===== src/rtl/drive_supervisor.sv =====
// drive_supervisor: registered Moore FSM sequencing the drive/compute status.
//
// Filters the raw thermal flag, sequences trips through drive, refuel, thermal
// shutdown and arrival, and decodes the actuator outputs from the registered state.
//
// Optional feature macro: REFUEL_TIMEOUT_EN. When defined, STOP_FUEL aborts to DONE
// after REFUEL_TIMEOUT cycles without a valid refuel and raises the sticky fault flag.
// When undefined, STOP_FUEL waits indefinitely and fault is tied low.
//
// Ports:
//   clk, rst_n          clock (rising edge), asynchronous active-low reset
//   start               driver request to begin a trip (level)
//   cpu_overheated      raw thermal flag
//   arrived             destination reached
//   gas_tank_empty      fuel flag
//   refuel_done         refuel complete (pulse or level)
//   keep_driving        high only in DRIVE
//   shut_off_computer   high only in SHUTDOWN
//   state               current state encoding (IDLE=0 .. DONE=4)
//   trip_count          completed trips, saturating
//   fault               sticky refuel-timeout flag
module drive_supervisor #(
  parameter int unsigned OVERHEAT_FILT   = 3,
  parameter int unsigned COOLDOWN_CYCLES = 16,
  parameter int unsigned REFUEL_TIMEOUT  = 64,
  parameter int unsigned TRIP_W          = 8
) (
  input  logic              clk,
  input  logic              rst_n,
  input  logic              start,
  input  logic              cpu_overheated,
  input  logic              arrived,
  input  logic              gas_tank_empty,
  input  logic              refuel_done,
  output logic              keep_driving,
  output logic              shut_off_computer,
  output logic [2:0]        state,
  output logic [TRIP_W-1:0] trip_count,
  output logic              fault
);

  localparam int unsigned OvhW  = $clog2(OVERHEAT_FILT) + 1;
  localparam int unsigned CoolW = $clog2(COOLDOWN_CYCLES) + 1;

  localparam logic [OvhW-1:0]  OvhMax   = OvhW'(OVERHEAT_FILT - 1);
  localparam logic [CoolW-1:0] CoolLoad = CoolW'(COOLDOWN_CYCLES);

  typedef enum logic [2:0] {
    StIdle     = 3'd0,
    StDrive    = 3'd1,
    StStopFuel = 3'd2,
    StShutdown = 3'd3,
    StDone     = 3'd4
  } state_e;

  state_e             state_q, state_d;
  logic [OvhW-1:0]    ovh_cnt_q, ovh_cnt_d;
  logic [CoolW-1:0]   cool_cnt_q, cool_cnt_d;
  logic [TRIP_W-1:0]  trip_q, trip_d;
  logic               ovh_trig;

`ifdef REFUEL_TIMEOUT_EN
  localparam int unsigned FuelW   = $clog2(REFUEL_TIMEOUT) + 1;
  localparam logic [FuelW-1:0] FuelMax = FuelW'(REFUEL_TIMEOUT - 1);

  logic [FuelW-1:0] fuel_cnt_q, fuel_cnt_d;
  logic             fault_q, fault_d;
`endif

  // Overheat filter: counts consecutive high samples, any low sample restarts it.
  always_comb begin
    ovh_cnt_d = '0;
    if (cpu_overheated) begin
      ovh_cnt_d = (ovh_cnt_q == OvhMax) ? ovh_cnt_q : ovh_cnt_q + 1'b1;
    end
  end

  assign ovh_trig = cpu_overheated && (ovh_cnt_q == OvhMax);

  always_comb begin
    state_d    = state_q;
    cool_cnt_d = cool_cnt_q;
    trip_d     = trip_q;
`ifdef REFUEL_TIMEOUT_EN
    fuel_cnt_d = fuel_cnt_q;
    fault_d    = fault_q;
`endif
    if (ovh_trig && (state_q != StShutdown)) begin
      // Thermal shutdown pre-empts everything, including arrival and refuel.
      state_d    = StShutdown;
      cool_cnt_d = CoolLoad;
    end else begin
      case (state_q)
        StIdle: begin
          if (start && !arrived && !gas_tank_empty) begin
            state_d = StDrive;
`ifdef REFUEL_TIMEOUT_EN
            fault_d = 1'b0;
`endif
          end
        end
        StDrive: begin
          if (arrived) begin
            state_d = StDone;
            if (trip_q != '1) trip_d = trip_q + 1'b1;
          end else if (gas_tank_empty) begin
            state_d = StStopFuel;
`ifdef REFUEL_TIMEOUT_EN
            fuel_cnt_d = '0;
`endif
          end
        end
        StStopFuel: begin
`ifdef REFUEL_TIMEOUT_EN
          fuel_cnt_d = fuel_cnt_q + 1'b1;
`endif
          if (refuel_done && !gas_tank_empty) begin
            state_d = StDrive;
`ifdef REFUEL_TIMEOUT_EN
          end else if (fuel_cnt_q == FuelMax) begin
            state_d = StDone;
            fault_d = 1'b1;
`endif
          end
        end
        StShutdown: begin
          if (cpu_overheated) begin
            cool_cnt_d = CoolLoad;
          end else begin
            cool_cnt_d = cool_cnt_q - 1'b1;
            // <= 1 rather than == 1 so a corrupted zero count cannot stall the exit.
            if (cool_cnt_q <= CoolW'(1)) state_d = StIdle;
          end
        end
        StDone: begin
          if (!start) state_d = StIdle;
        end
        default: state_d = StIdle;
      endcase
    end
  end

  always_ff @(posedge clk or negedge rst_n) begin
    if (!rst_n) begin
      state_q    <= StIdle;
      ovh_cnt_q  <= '0;
      cool_cnt_q <= '0;
      trip_q     <= '0;
    end else begin
      state_q    <= state_d;
      ovh_cnt_q  <= ovh_cnt_d;
      cool_cnt_q <= cool_cnt_d;
      trip_q     <= trip_d;
    end
  end

`ifdef REFUEL_TIMEOUT_EN
  always_ff @(posedge clk or negedge rst_n) begin
    if (!rst_n) begin
      fuel_cnt_q <= '0;
      fault_q    <= 1'b0;
    end else begin
      fuel_cnt_q <= fuel_cnt_d;
      fault_q    <= fault_d;
    end
  end

  assign fault = fault_q;
`else
  assign fault = 1'b0;
`endif

  always_comb begin
    state             = state_q;
    keep_driving      = (state_q == StDrive);
    shut_off_computer = (state_q == StShutdown);
    trip_count        = trip_q;
  end

endmodule


===== config.mk =====
export PLATFORM = sky130hd
export DESIGN_NAME = drive_supervisor
export DESIGN_NICKNAME = d
export VERILOG_FILES = /design/src/rtl/drive_supervisor.sv
export SDC_FILE = /design/constraint.sdc
export NUM_CORES = 1
export LEC_CHECK = 0
export ABC_AREA = 0
export BUFFER_PORTS_ARGS = -buffer_cell sky130_fd_sc_hd__buf_2
export CAP_MARGIN = 20
export CORE_MARGIN = 3
export CORE_UTILIZATION = 30
export CTS_CLUSTER_SIZE = 24
export DETAILED_ROUTE_END_ITERATION = 10
export SLEW_MARGIN = 20
export SYNTH_ARGS = -nofsm -noshare
export SYNTH_HDL_FRONTEND = slang
export SYNTH_SLANG_ARGS = --single-unit

===== constraint.sdc =====
create_clock -name clk -period 3.5 [get_ports clk]
set_clock_uncertainty 0.15 [all_clocks]
set_input_delay 1.05 -clock clk [delete_from_list [all_inputs] [get_ports clk]]
set_output_delay 1.05 -clock clk [all_outputs]
set_load 0.03 [all_outputs]

# After elaboration in Yosys (flattened, before gate mapping)
# Cells that the tools add are included.
# totals
out_inout_bits	14
regBits	19
elab_cells	48
# op_classes
muxes	14
n_reduce_logical	11
addsub	3
bitwise_logic	1
n_eq_ne	14
magnitude_cmp	1
# op_table
op	count
3-bit two-way mux	10
5-bit two-way mux	3
3-bit case mux with 5 select lines	1
3-bit by 2-bit equality test with 1-bit output, second input constant	3
3-bit inequality test, second input constant	3
8-bit by 1-bit adder with 8-bit output, second input constant	1
8-bit inequality test, second input constant	1
3-bit by 2-bit inequality test with 1-bit output, second input constant	2
6-bit AND reduction	1
5-bit by 1-bit less-or-equal comparator with 1-bit output, second input constant	1
1-bit logical AND	5
5-bit by 1-bit subtractor with 5-bit output, second input constant	1
4-bit by 3-bit inequality test with 1-bit output, second input constant	1
4-bit AND reduction	1
3-bit by 1-bit adder with 3-bit output, second input constant	1
3-bit by 1-bit equality test with 1-bit output, second input constant	1
3-bit equality test, second input constant	1
3-bit zero test	1
3-bit by 1-bit inequality test with 1-bit output, second input constant	1
1-bit zero test	2
2-bit inequality test, second input constant	1
2-bit nonzero test	1
1-bit NOT	1

# Longest topological paths before layout
# logic_depth
word_depth	6
depth_mapped	6
depth_no_buf	6

# Worst setup path after synthesis
# Ideal clock, no wire load.
# synth_timing
path_type	input-to-reg
from	in arrived
to	reg state_q[0] (netlist: state[0])
arrival_ns	2.167
setup_time_ns	0.128
setup_slack_ns	1.056
path_stages	4
cell_sequence	or4b_1 -> a21oi_1 -> o221ai_1 -> mux2_1
# synth_via
elab_chain_cells	5
word_cells_on_any_way	9
classes_between	eq/ne (2); mux (3); reduce/logical (4)
# synth_lines
item	line	source
from (decl)	32	input logic arrived,
1-bit zero test	95	if (start && !arrived && !gas_tank_empty) begin
1-bit logical AND (2 in series)	95	
3-bit inequality test (no source line)	--	
6-bit AND reduction (no source line)	--	
to (signal assigned)	145	state_q <= StIdle;
to (signal assigned)	150	state_q <= state_d;
to (decl)	56	state_e state_q, state_d;
# Several ways; a longest one is shown, not always the timed one.
# A chain may end at the register's enable or synchronous reset.

# Worst setup path in the final report
# layout_timing
from	reg state_q[2] (netlist: state[2])
to	out shut_off_computer
# layout_via
elab_chain_cells	1
# layout_lines
item	line	source
3-bit by 2-bit equality test with 1-bit output	176	shut_off_computer = (state_q == StShutdown);
to (decl)	36	output logic shut_off_computer,
# Every way passes these cells.

==> run summary <==
The TritonCTS buffer count is 3. The worst setup path is of the reg2out kind. In this run the clock root is driven by a clkbuf_4. From synthesis to final layout, the design area changed by 15.4%. Adding up every negative setup slack in the final design gives 0 ns. The number of iterations in the first detailed-routing pass came out at 4.

The first-pass GRT wire length came out at 3.51 mm. The number of slew-limit violations in the final report is 0. The post-detailed-placement cell area is 0.00119 mm². STA classifies the critical path endpoint as an output port. Entering global routing, the biggest net connects 20 pins. The flow ran to the end, and the final reports show no timing, DRC or antenna violations. The synthesized instance count is 105.

For this run, the leading register cell type out of synthesis is dfrtp_1. The clock-pin slew on the worst setup and hold paths came out at 0.11 ns. Across the whole layout, storage elements account for 475 µm². The critical path goes through nand3b_1 -> inv_1 -> buf_2. The setup fix buffers added after clock tree synthesis is 0. The total power per unit cell area is 853 mW/mm². The core area came out at 0.00320 mm². Timing would allow up to 379 MHz. The clock drives 19 sinks. Of the available clock period, the critical path in the final layout requires 75.4%. The number of vias per cell after detailed routing came out at 4.79. The top metal layer carrying routed signals is met4. The number of hold buffers added after CTS is 0. In this run the biggest area consumer among cell types represents 44.9% of the synthesized area.

The largest vdd supply drop came out at 0.270 mV. The layout cell share with drive strength beyond 1 came out at 21.6%. The largest area contributor in the synthesized netlist is dfrtp_1. Summed over all layers, the routed wires come to 2.00 mm. The count of fill cells added during filler insertion came out at 336.

A synthesized cell averages 10.1 µm². The sequential area share after synthesis is 44.9%. For this run, the slowest stage of the critical path takes 0.47 ns.

The half-perimeter wire length of the detailed placement result is 1.46 mm. The met3 wire length came out at 147 µm. The initial core utilization is 33.0%. The detail-routed net length per standard cell came out at 11.8 µm. The fraction of synthesis flops using an asynchronous set or reset pin came out at 100%. The cell row count is 20. The number of endpoints failing setup at the final stage is 0. The routed length on met2 came out at 767 µm. At the end of routability-driven placement, the weighted congestion stood at 0.785. By count the netlist is led by dfrtp_1 (19), nand2_1 (9), inv_1 (6), nor2_1 (6), xor2_1 (6). The power share of the sequential group is 39.9%. After the first detailed-routing iteration, the DRC count stood at 34.

The initial antenna violation count is 0. The final number of hold-violating endpoints is 0. The height of the die is 65.4 µm. The maximum net fanout on the critical path came out at 9. The internal cell power came out at 559 µW. The worst hold path belongs to the class reg2reg. Buffers placed on the I/O ports in this run total 19. From left edge to right edge, the die measures 65.4 µm. Per report_power, the clock group accounts for 10.7% of the total. In this run the deepest clock path goes through 2 buffers.

The net total in the final layout is 138. Ranked by total cell area, the synthesized netlist is headed by dfrtp_1 (45%), ha_1 (5.9%), xor2_1 (5.0%). The number of distinct library cell variants in the gate-level netlist after synthesis came out at 34. The count of max-cap constraint violations is 0. The switching power came out at 483 µW. Setup repair after global routing left no endpoint under its margin. The clock latency of the later-clocked register in the worst-skew pair is 0.30 ns.

The detailed-routing wirelength on met1 came out at 1.07 mm. For this design the top-level I/O count stands at 21. The number of H-tree levels is 1. The fraction of power spent switching nets came out at 46.3%. The antenna diode count came out at 0. The leakage power total came out at 0.000595 µW. For this run, the total global-route usage over all layers was measured as 10.3%. After global routing the overflow that remains totals 0.

The required time at the worst-slack endpoint is 2.30 ns. The post-route minimum period is 2.64 ns. Synthesis produced a netlist with a net count of 117. The final-layout worst hold slack is 0.359 ns. The die covers 0.00428 mm². The number of remaining DRC errors is 0.

The vias after detailed routing came out at 810. In the post-synthesis netlist, the cell with the most instances is dfrtp_1. STA classifies the critical path startpoint as a flip-flop. The post-route cell area came out at 0.00122 mm². The number of enable flip-flop cells after synthesis is 0. TritonCTS built the clock tree. During synthesis, Yosys emitted a total of 0 warnings. The count of nets left with antenna violations once routing finished came out at 0. The via count of the first global-routing pass is 747. For the worst setup path, the data arrival time is 1.44 ns. The slowest stage of the critical path belongs to the cell dfrtp_1.

Post-CTS repair changed the size of 0 cells. The combinational cell fraction of total power is 49.4%. The synthesized flop and latch total is 19. The combined area of the multi-input logic cells came out at 546 µm². The synthesized netlist occupies a cell area of 0.00106 mm².
==> cell type report <==
type                    count  area share, %
clock buffers               3           1.84
well taps                  44           4.51
inverters                   6           1.84
repair buffers             19           7.79
clock inverters             1          0.410
multi-input cells          77           44.7
flip-flops and latches     19           38.9
==> worst max-delay path, delay by kind of cell (launching register included) <==
kind          cells  cell delay [ns]
buf+inv           2             0.39
flops             1             0.47
simple gates      1             0.29
==> routing by layer <==
| metal | GRT usage (%) | up-vias |
|---|---|---|
| met4 | 1.55 | 0 |
| li1 | - | 408 |
| met5 | 0 | - |
| met1 | 15.5 | 377 |
| met3 | 3.76 | 2 |
| met2 | 14.3 | 23 |
==> power groups by stage <==
stage	Sequential [µW]	Clock, µW	Combinational, µW
floorplan	480	0	325
global placement	416	0	510
detailed placement	421	0	519
CTS	415	119	521
global route	433	126	581
finish	416	112	514
==> layout by cell type (no fill, tap or decap), types with 2 or more instances in the layout <==
cell type,instances
a21oi_1,5
mux2i_1,3
o21ai_0,5
xnor2_1,2
xor2_1,6
ha_1,5
nor3_1,5
mux2_1,2
o32ai_1,2
buf_2,19
nand3b_1,5
clkbuf_4,3
nor2_1,6
nand3_1,4
dfrtp_1,19
nor2b_1,2
nand2_1,9
inv_1,6
==> state kept, by name, indices dropped and copies added (netlist names) <==
signal and cells:
trip_count 8, cool_cnt_q 5, ovh_cnt_q 3, state 3
==> metrics by stage <==
stage | util [%] | power, µW | std cells | setup slack, ns
2_1_floorplan | - | 805 | 105 | 1.06
3_3_place_gp | 37.3 | 926 | 165 | 0.885
3_5_place_dp | 37.3 | 940 | 165 | 0.878
4_1_cts | 38.1 | 1060 | 169 | 0.852
5_1_grt | 38.1 | 1140 | 169 | 0.734
6_report | 38.1 | 1040 | 169 | 0.861
==> worst paths after layout <==
kind,start,endpoint,slack (ns),cells after the start
min in group asynchronous,rst_n,state[0],0.52,1
worst min register to register,trip_count[6],trip_count[6],0.36,1
worst max-delay path,state[2],shut_off_computer,0.86,3
max in group asynchronous,rst_n,trip_count[0],2.37,1
worst min-delay path,trip_count[6],trip_count[6],0.36,1
worst max register to register,state[2],state[1],1.57,4
==> cell families (layout without fill, tap and decap cells) <==
kind of cell               Yosys count  in the layout  synth area share [%]
and+or+nand+nor                     40             40                  21.5
DFF                                 19             19                  44.9
AOI/OAI and AO/OA                   17             17                  11.1
buffers and inverters                9             29                  3.55
xor gates and xnor gates             8              8                  6.62
muxes                                6              6                  6.03
adders and majority gates            5              5                  5.91
other                                1              1                 0.354
Note: power is estimated with default switching activity, not from simulation.
